`config.mk`:
```
export PLATFORM = sky130hd
export DESIGN_NAME = arith_issue_queue
export DESIGN_NICKNAME = d
export VERILOG_FILES = /design/src/rtl/arith_issue_queue.sv
export SDC_FILE = /design/constraint.sdc
export NUM_CORES = 2
export LEC_CHECK = 0
export CAP_MARGIN = 30
export CORE_MARGIN = 2
export CORE_UTILIZATION = 40
export CTS_CLUSTER_DIAMETER = 80
export CTS_CLUSTER_SIZE = 8
export DETAILED_ROUTE_END_ITERATION = 8
export GPL_TIMING_DRIVEN = 0
export SYNTH_ARGS = -nofsm -noshare
export SYNTH_HDL_FRONTEND = slang
export SYNTH_SLANG_ARGS = --single-unit
```
`constraint.sdc`:
```
create_clock -name clk_i -period 3.4 [get_ports clk_i]
set_input_delay 0.34 -clock clk_i [delete_from_list [all_inputs] [get_ports clk_i]]
set_output_delay 0.34 -clock clk_i [all_outputs]
set_load 0.05 [all_outputs]
```
`src/rtl/arith_issue_queue.sv`:
```
// Arithmetic issue queue: collapsing, age-ordered reservation station.
// Captures operands from the CDB and issues the oldest ready entry.
module arith_issue_queue #(
  parameter int DEPTH = 4,
  parameter int TAG_W = 4,
  localparam int CW = $clog2(DEPTH + 1),
  localparam int IW = $clog2(DEPTH)
) (
  input  logic             clk_i,
  input  logic             reset_i,
  input  logic             flush_i,
  input  logic             disp_valid_i,
  output logic             disp_ready_o,
  input  logic [31:0]      disp_pc_i,
  input  logic [31:0]      disp_inst_i,
  input  logic [TAG_W-1:0] disp_rd_tag_i,
  input  logic             disp_rs1_rdy_i,
  input  logic [TAG_W-1:0] disp_rs1_tag_i,
  input  logic [31:0]      disp_rs1_val_i,
  input  logic             disp_rs2_rdy_i,
  input  logic [TAG_W-1:0] disp_rs2_tag_i,
  input  logic [31:0]      disp_rs2_val_i,
  input  logic             cdb_valid_i,
  input  logic [TAG_W-1:0] cdb_tag_i,
  input  logic [31:0]      cdb_val_i,
  output logic             issue_valid_o,
  input  logic             issue_ready_i,
  output logic [31:0]      issue_pc_o,
  output logic [31:0]      issue_inst_o,
  output logic [31:0]      issue_rs1_val_o,
  output logic [31:0]      issue_rs2_val_o,
  output logic [TAG_W-1:0] issue_rd_tag_o,
  output logic [CW-1:0]    count_o
);

  typedef struct packed {
    logic [31:0]      pc;
    logic [31:0]      inst;
    logic [TAG_W-1:0] rd_tag;
    logic             rs1_rdy;
    logic [TAG_W-1:0] rs1_tag;
    logic [31:0]      rs1_val;
    logic             rs2_rdy;
    logic [TAG_W-1:0] rs2_tag;
    logic [31:0]      rs2_val;
  } entry_t;

  entry_t          ent_q [DEPTH];
  entry_t          ent_d [DEPTH];
  entry_t          ext   [DEPTH+1];
  entry_t          new_e;
  logic [CW-1:0]   cnt_q;
  logic [CW-1:0]   cnt_d;
  logic            lock_q;
  logic [IW-1:0]   lock_idx_q;
  logic [DEPTH-1:0] rdy_vec;
  logic [IW-1:0]   first_idx;
  logic [IW-1:0]   sel_idx;
  logic            found;
  logic            disp_fire;
  logic            issue_fire;
  int              tail;

  function automatic entry_t wake(input entry_t e);
    entry_t r;
    r = e;
    if (cdb_valid_i && !e.rs1_rdy && e.rs1_tag == cdb_tag_i) begin
      r.rs1_rdy = 1'b1;
      r.rs1_val = cdb_val_i;
    end
    if (cdb_valid_i && !e.rs2_rdy && e.rs2_tag == cdb_tag_i) begin
      r.rs2_rdy = 1'b1;
      r.rs2_val = cdb_val_i;
    end
    return r;
  endfunction

  always_comb begin
    rdy_vec   = '0;
    first_idx = '0;
    found     = 1'b0;
    for (int i = 0; i < DEPTH; i++) begin
      rdy_vec[i] = (i < int'(cnt_q)) &&
                   ent_q[i].rs1_rdy && ent_q[i].rs2_rdy;
    end
    for (int i = 0; i < DEPTH; i++) begin
      if (rdy_vec[i] && !found) begin
        first_idx = IW'(i);
        found     = 1'b1;
      end
    end
  end

  // A stalled issue keeps its slot: only an issue can move entries.
  assign sel_idx       = lock_q ? lock_idx_q : first_idx;
  assign issue_valid_o = (|rdy_vec) | lock_q;
  assign issue_fire    = issue_valid_o & issue_ready_i;
  assign disp_ready_o  = cnt_q < CW'(DEPTH);
  assign disp_fire     = disp_valid_i & disp_ready_o;
  assign count_o       = cnt_q;

  assign issue_pc_o      = issue_valid_o ? ent_q[sel_idx].pc : '0;
  assign issue_inst_o    = issue_valid_o ? ent_q[sel_idx].inst : '0;
  assign issue_rs1_val_o = issue_valid_o ? ent_q[sel_idx].rs1_val : '0;
  assign issue_rs2_val_o = issue_valid_o ? ent_q[sel_idx].rs2_val : '0;
  assign issue_rd_tag_o  = issue_valid_o ? ent_q[sel_idx].rd_tag : '0;

  always_comb begin
    new_e.pc      = disp_pc_i;
    new_e.inst    = disp_inst_i;
    new_e.rd_tag  = disp_rd_tag_i;
    new_e.rs1_rdy = disp_rs1_rdy_i;
    new_e.rs1_tag = disp_rs1_tag_i;
    new_e.rs1_val = disp_rs1_val_i;
    new_e.rs2_rdy = disp_rs2_rdy_i;
    new_e.rs2_tag = disp_rs2_tag_i;
    new_e.rs2_val = disp_rs2_val_i;
  end

  always_comb begin
    for (int i = 0; i < DEPTH; i++) ext[i] = ent_q[i];
    ext[DEPTH] = '0;
    tail = int'(cnt_q) - (issue_fire ? 1 : 0);
    for (int i = 0; i < DEPTH; i++) begin
      if (issue_fire && i >= int'(sel_idx)) ent_d[i] = wake(ext[i+1]);
      else                                  ent_d[i] = wake(ext[i]);
      if (disp_fire && i == tail)           ent_d[i] = wake(new_e);
    end
    cnt_d = cnt_q + CW'(disp_fire) - CW'(issue_fire);
  end

  always_ff @(posedge clk_i) begin
    if (reset_i || flush_i) begin
      cnt_q      <= '0;
      lock_q     <= 1'b0;
      lock_idx_q <= '0;
      for (int i = 0; i < DEPTH; i++) ent_q[i] <= '0;
    end else begin
      cnt_q <= cnt_d;
      for (int i = 0; i < DEPTH; i++) ent_q[i] <= ent_d[i];
      if (issue_fire) begin
        lock_q <= 1'b0;
      end else if (issue_valid_o) begin
        lock_q     <= 1'b1;
        lock_idx_q <= sel_idx;
      end
    end
  end

endmodule

```
==> summary.json <==
{
  "floorplanning": {
    "dieWidth_um": 290,
    "io_pins": 321,
    "initial_core_util_pct": 40.5,
    "std_cell_rows": 104,
    "core_footprint_um2": 80800,
    "die_area_um2": 84100,
    "die-height_um": 290
  },
  "logic_synthesis": {
    "synth_top_cells_by_count": "sky130_fd_sc_hd__dfxtp_1 (574), sky130_fd_sc_hd__nand2_1 (452), sky130_fd_sc_hd__mux2i_1 (265), sky130_fd_sc_hd__clkbuf_1 (251), sky130_fd_sc_hd__nor2_1 (230)",
    "syn-num-nets": 3719,
    "synth_cell_types": 71,
    "yosys_warnings": 0,
    "synth-seq-cells": 574,
    "synth.largest_area_cell": "sky130_fd_sc_hd__dfxtp_1",
    "synth.yosys.seq_area_share_pct": 35.1,
    "avgSynthCellArea_um2": 9.28,
    "synth-edff-count": 0,
    "netlist_instances": 3528,
    "post-synth-top-count-cell": "sky130_fd_sc_hd__dfxtp_1",
    "dominantRegCellSynth": "sky130_fd_sc_hd__dfxtp_1",
    "synth_area_um2": 32700,
    "synth.area.top_cells": "sky130_fd_sc_hd__dfxtp_1 (35%), sky130_fd_sc_hd__mux4_2 (9.1%), sky130_fd_sc_hd__mux2i_1 (8.1%)",
    "synthDominantCellAreaShare_pct": 35.1,
    "synth_async_sr_flop_share_pct": 0
  },
  "route": {
    "ant_nets": 0,
    "initialDrtViolationCount": 3723,
    "drt_first_pass_iters": 6,
    "wire_per_inst_um": 28.3,
    "wl_um": 144000,
    "detailroute.via_count": 32300,
    "average_via_count_per_standard_cell": 6.34,
    "detail_route.drc_violations": 0
  },
  "sta": {
    "finalHoldWorstSlack_ps": 58.1,
    "min_period_ps": 3910,
    "unrepaired_setup_endpoints_after_global_routing": "yes",
    "worst_case_clock_skew_ps": 28.0,
    "hold_viol": 0,
    "layout_worst_path_cycle_share_pct": 115,
    "report.final.setup_viol": 415,
    "max_clock_freq_mhz": 256,
    "setup_ws_ps": -511,
    "number_of_slew_limit_violations_in_the_final_report": 0,
    "worst-slew-pin-transition_ps": 1080,
    "timing.slew.headroom_pct": 27.1
  },
  "layout": {
    "num-fill-cells": 7197,
    "areaGrowthSynthToFinish_pct": 33.0,
    "finish.cell_count_without_fillers": 5103,
    "fin_nets": 4223,
    "final_layout_size_suffix_gt1_share_pct": 29.7
  },
  "worst_setup_path": {
    "cpPeakStageDelay_ps": 360,
    "timing.critical_path.to_type": "output pin",
    "timing.critical_path.cells": "clkinvlp_4 > buf_6 > ha_4 > nor2b_4 > o21ai_4 > buf_4 > nor2_1 > clkinvlp_4 > buf_4 > clkbuf_2 > and2_2 > buf_6",
    "reg2reg_depth": 21,
    "worst_endpoint_required_time_ps": 3060,
    "type_of_the_worst_setup_path": "reg2out",
    "worstSetupStartpointType": "register",
    "worst_ep_arrival_time_ps": 3570,
    "worst_path_max_delay_cell": "sky130_fd_sc_hd__dfxtp_4",
    "crit_path_max_fanout": 10
  },
  "clock_tree": {
    "tritoncts_num_sinks": 574,
    "insertion_delay_ps": 650,
    "cts_buffer_count": 82,
    "cts_hold_buf": 0,
    "cts.clk_slew.worst_paths_ps": 60,
    "clock_tree.buffer_depth": 3,
    "root_buffer": "sky130_fd_sc_hd__clkbuf_16",
    "clock_tree_from_tritoncts": "built",
    "htreeDepth": 3
  },
  "global_routing": {
    "grt_pass1_wl_um": 206000,
    "grt-ovfl-total": 0,
    "vias_in_the_first_global_route": 31000,
    "number_of_antenna_violations_at_the_first_check_in_global_routing": 21,
    "all_layer_gr_usage_pct": 32.3,
    "largest_net_degree_at_the_start_of_global_routing": 12
  },
  "power": {
    "share_seq_of_total_power_pct": 42.3,
    "clock_power_share_pct": 45.8,
    "power.leakage_nw": 16.1,
    "pwr-share-comb_pct": 11.8,
    "switching_fraction_of_total_power_pct": 27.0,
    "ir_worst_vdd_mv": 0.412,
    "pwr_density_cell_nw_per_um2": 376,
    "switching_pwr_mw": 4.42,
    "cellInternalPower_mw": 12.0
  },
  "worst_hold_path": {
    "hold-path-cell-count": 2,
    "hold_path_class": "in2reg"
  },
  "flow_run": {
    "number_of_max_capacitance_violations_reported": 0
  },
  "outcome": {
    "status": "finished with violations",
    "violated_checks": "setup timing"
  },
  "place": {
    "portBuffers": 317,
    "globalplace.congestion": 0.973,
    "dp_cells": 4909,
    "dp.final_hpwl_um": 96900
  }
}
## metal layers
metal | GRT usage, % | part of all wire, % | wire, um
met1 | 39.9 | 38 | 55000
met2 | 53.1 | 47 | 68000
met3 | 7.34 | 9.3 | 13500
met4 | 15.7 | 5.3 | 7600
met5 | 0 | 0.16 | 226
## per-stage QoR
step | TNS, ps | instance area (um^2) | total power [mW] | utilization, % | setup WS [ps]
2_1_floorplan | -3120 | 33000 | 8.00 | - | -42.7
3_3_place_gp | -731720 | 37500 | 8.75 | 46.4 | -1570
3_5_place_dp | -698040 | 37600 | 8.76 | 46.5 | -1530
4_1_cts | -56450 | 41800 | 16.2 | 51.7 | -489
5_1_grt | -92240 | 43500 | 16.7 | 53.9 | -501
6_report | -65070 | 43500 | 16.4 | 53.9 | -511
## layout by cell type (no fill, tap or decap), types with 35 or more instances in the layout
cell,synthesis,final
sky130_fd_sc_hd__clkdlybuf4s50_1,0,184
sky130_fd_sc_hd__a221oi_2,59,59
sky130_fd_sc_hd__mux2_4,58,58
sky130_fd_sc_hd__and2_1,203,71
sky130_fd_sc_hd__buf_12,3,54
sky130_fd_sc_hd__mux2_2,70,70
sky130_fd_sc_hd__buf_6,19,148
sky130_fd_sc_hd__a21oi_2,2,35
sky130_fd_sc_hd__nand2_1,452,445
sky130_fd_sc_hd__a311oi_1,153,149
sky130_fd_sc_hd__clkbuf_2,1,45
sky130_fd_sc_hd__buf_4,32,74
sky130_fd_sc_hd__a31oi_1,63,63
sky130_fd_sc_hd__a21oi_1,217,184
sky130_fd_sc_hd__dfxtp_1,574,572
sky130_fd_sc_hd__mux4_2,132,132
sky130_fd_sc_hd__clkbuf_16,0,102
sky130_fd_sc_hd__o32ai_2,0,35
sky130_fd_sc_hd__clkbuf_1,251,121
sky130_fd_sc_hd__a211oi_1,75,68
sky130_fd_sc_hd__o21ai_0,139,115
sky130_fd_sc_hd__and2_4,0,131
sky130_fd_sc_hd__mux2i_1,265,265
sky130_fd_sc_hd__buf_2,93,90
sky130_fd_sc_hd__a221o_1,62,62
sky130_fd_sc_hd__nor2_1,230,229
sky130_fd_sc_hd__buf_8,0,49
sky130_fd_sc_hd__nand3_1,85,84
sky130_fd_sc_hd__o22ai_1,68,68
## cell families (layout without fill, tap and decap cells)
logic type / Yosys count / count (layout) / synth area share, %
adders and majority gates: 7 / 7 / 0.290
AOI/OAI and AO/OA: 942 / 942 / 21.3
muxes: 525 / 525 / 22.3
and+or+nand+nor: 1025 / 1027 / 14.2
buffers and inverters: 431 / 941 / 6.26
DFF: 574 / 574 / 35.1
xor gates and xnor gates: 24 / 24 / 0.642
other: 0 / 3 / 0
## power groups by stage
stage	Combinational (mW)	Clock, mW	Sequential (mW)
after global placement	1.67	0	7.07
final	1.94	7.51	6.94
after CTS	1.75	7.50	6.94
after detailed placement	1.68	0	7.07
after global routing	2.01	7.76	6.95
after floorplan	0.949	0	7.05
## area by class of cell
cell class                 count  area [um^2]  share of cell area [%]
inverter                      23         98.8                   0.227
multi-input combinational   2525        20400                    46.8
timing repair buffer         423         5010                    11.5
tap                         1060         1330                    3.05
sequential                   574        11500                    26.4
clock buffer                  85         2080                    4.78
clock inverter                 7         90.1                   0.207
buffer                       403         3030                    6.96
antenna                        3         7.51                  0.0172
## timing repair
| item | CTS | global route |
|---|---|---|
| setup buffers | 50 | 29 |
| resized for setup | 1282 | 424 |
| cloned | 10 | 21 |
| pin swaps | 12 | 55 |
| setup endpoints to repair | 701 | 685 |
## path summary, 6_finish.rpt
path                       from  slack (ps)            endpoint
hold reg to reg    ent_q[0][63]         450        ent_q[0][63]
setup reg to reg     count_o[2]        -270        ent_q[2][36]
setup / recovery     count_o[2]        -510  issue_rs2_val_o[1]
hold / removal    issue_ready_i          60              lock_q
## sequential cells by signal, summed over array words and instances (netlist names)
signal,flops
count_o,3
lock_q,1
ent_q,568
lock_idx_q,2
## worst max-delay path, delay by kind of cell (launching register included)
family	cells	cell delay, ps
buffers and inverters	7	1520
AND/OR/NAND/NOR	3	810
flip-flops	1	360
adder cells (fa/ha/maj)	1	120
AO/OA/AOI/OAI	1	70
Power figures use the tool's default switching activity.
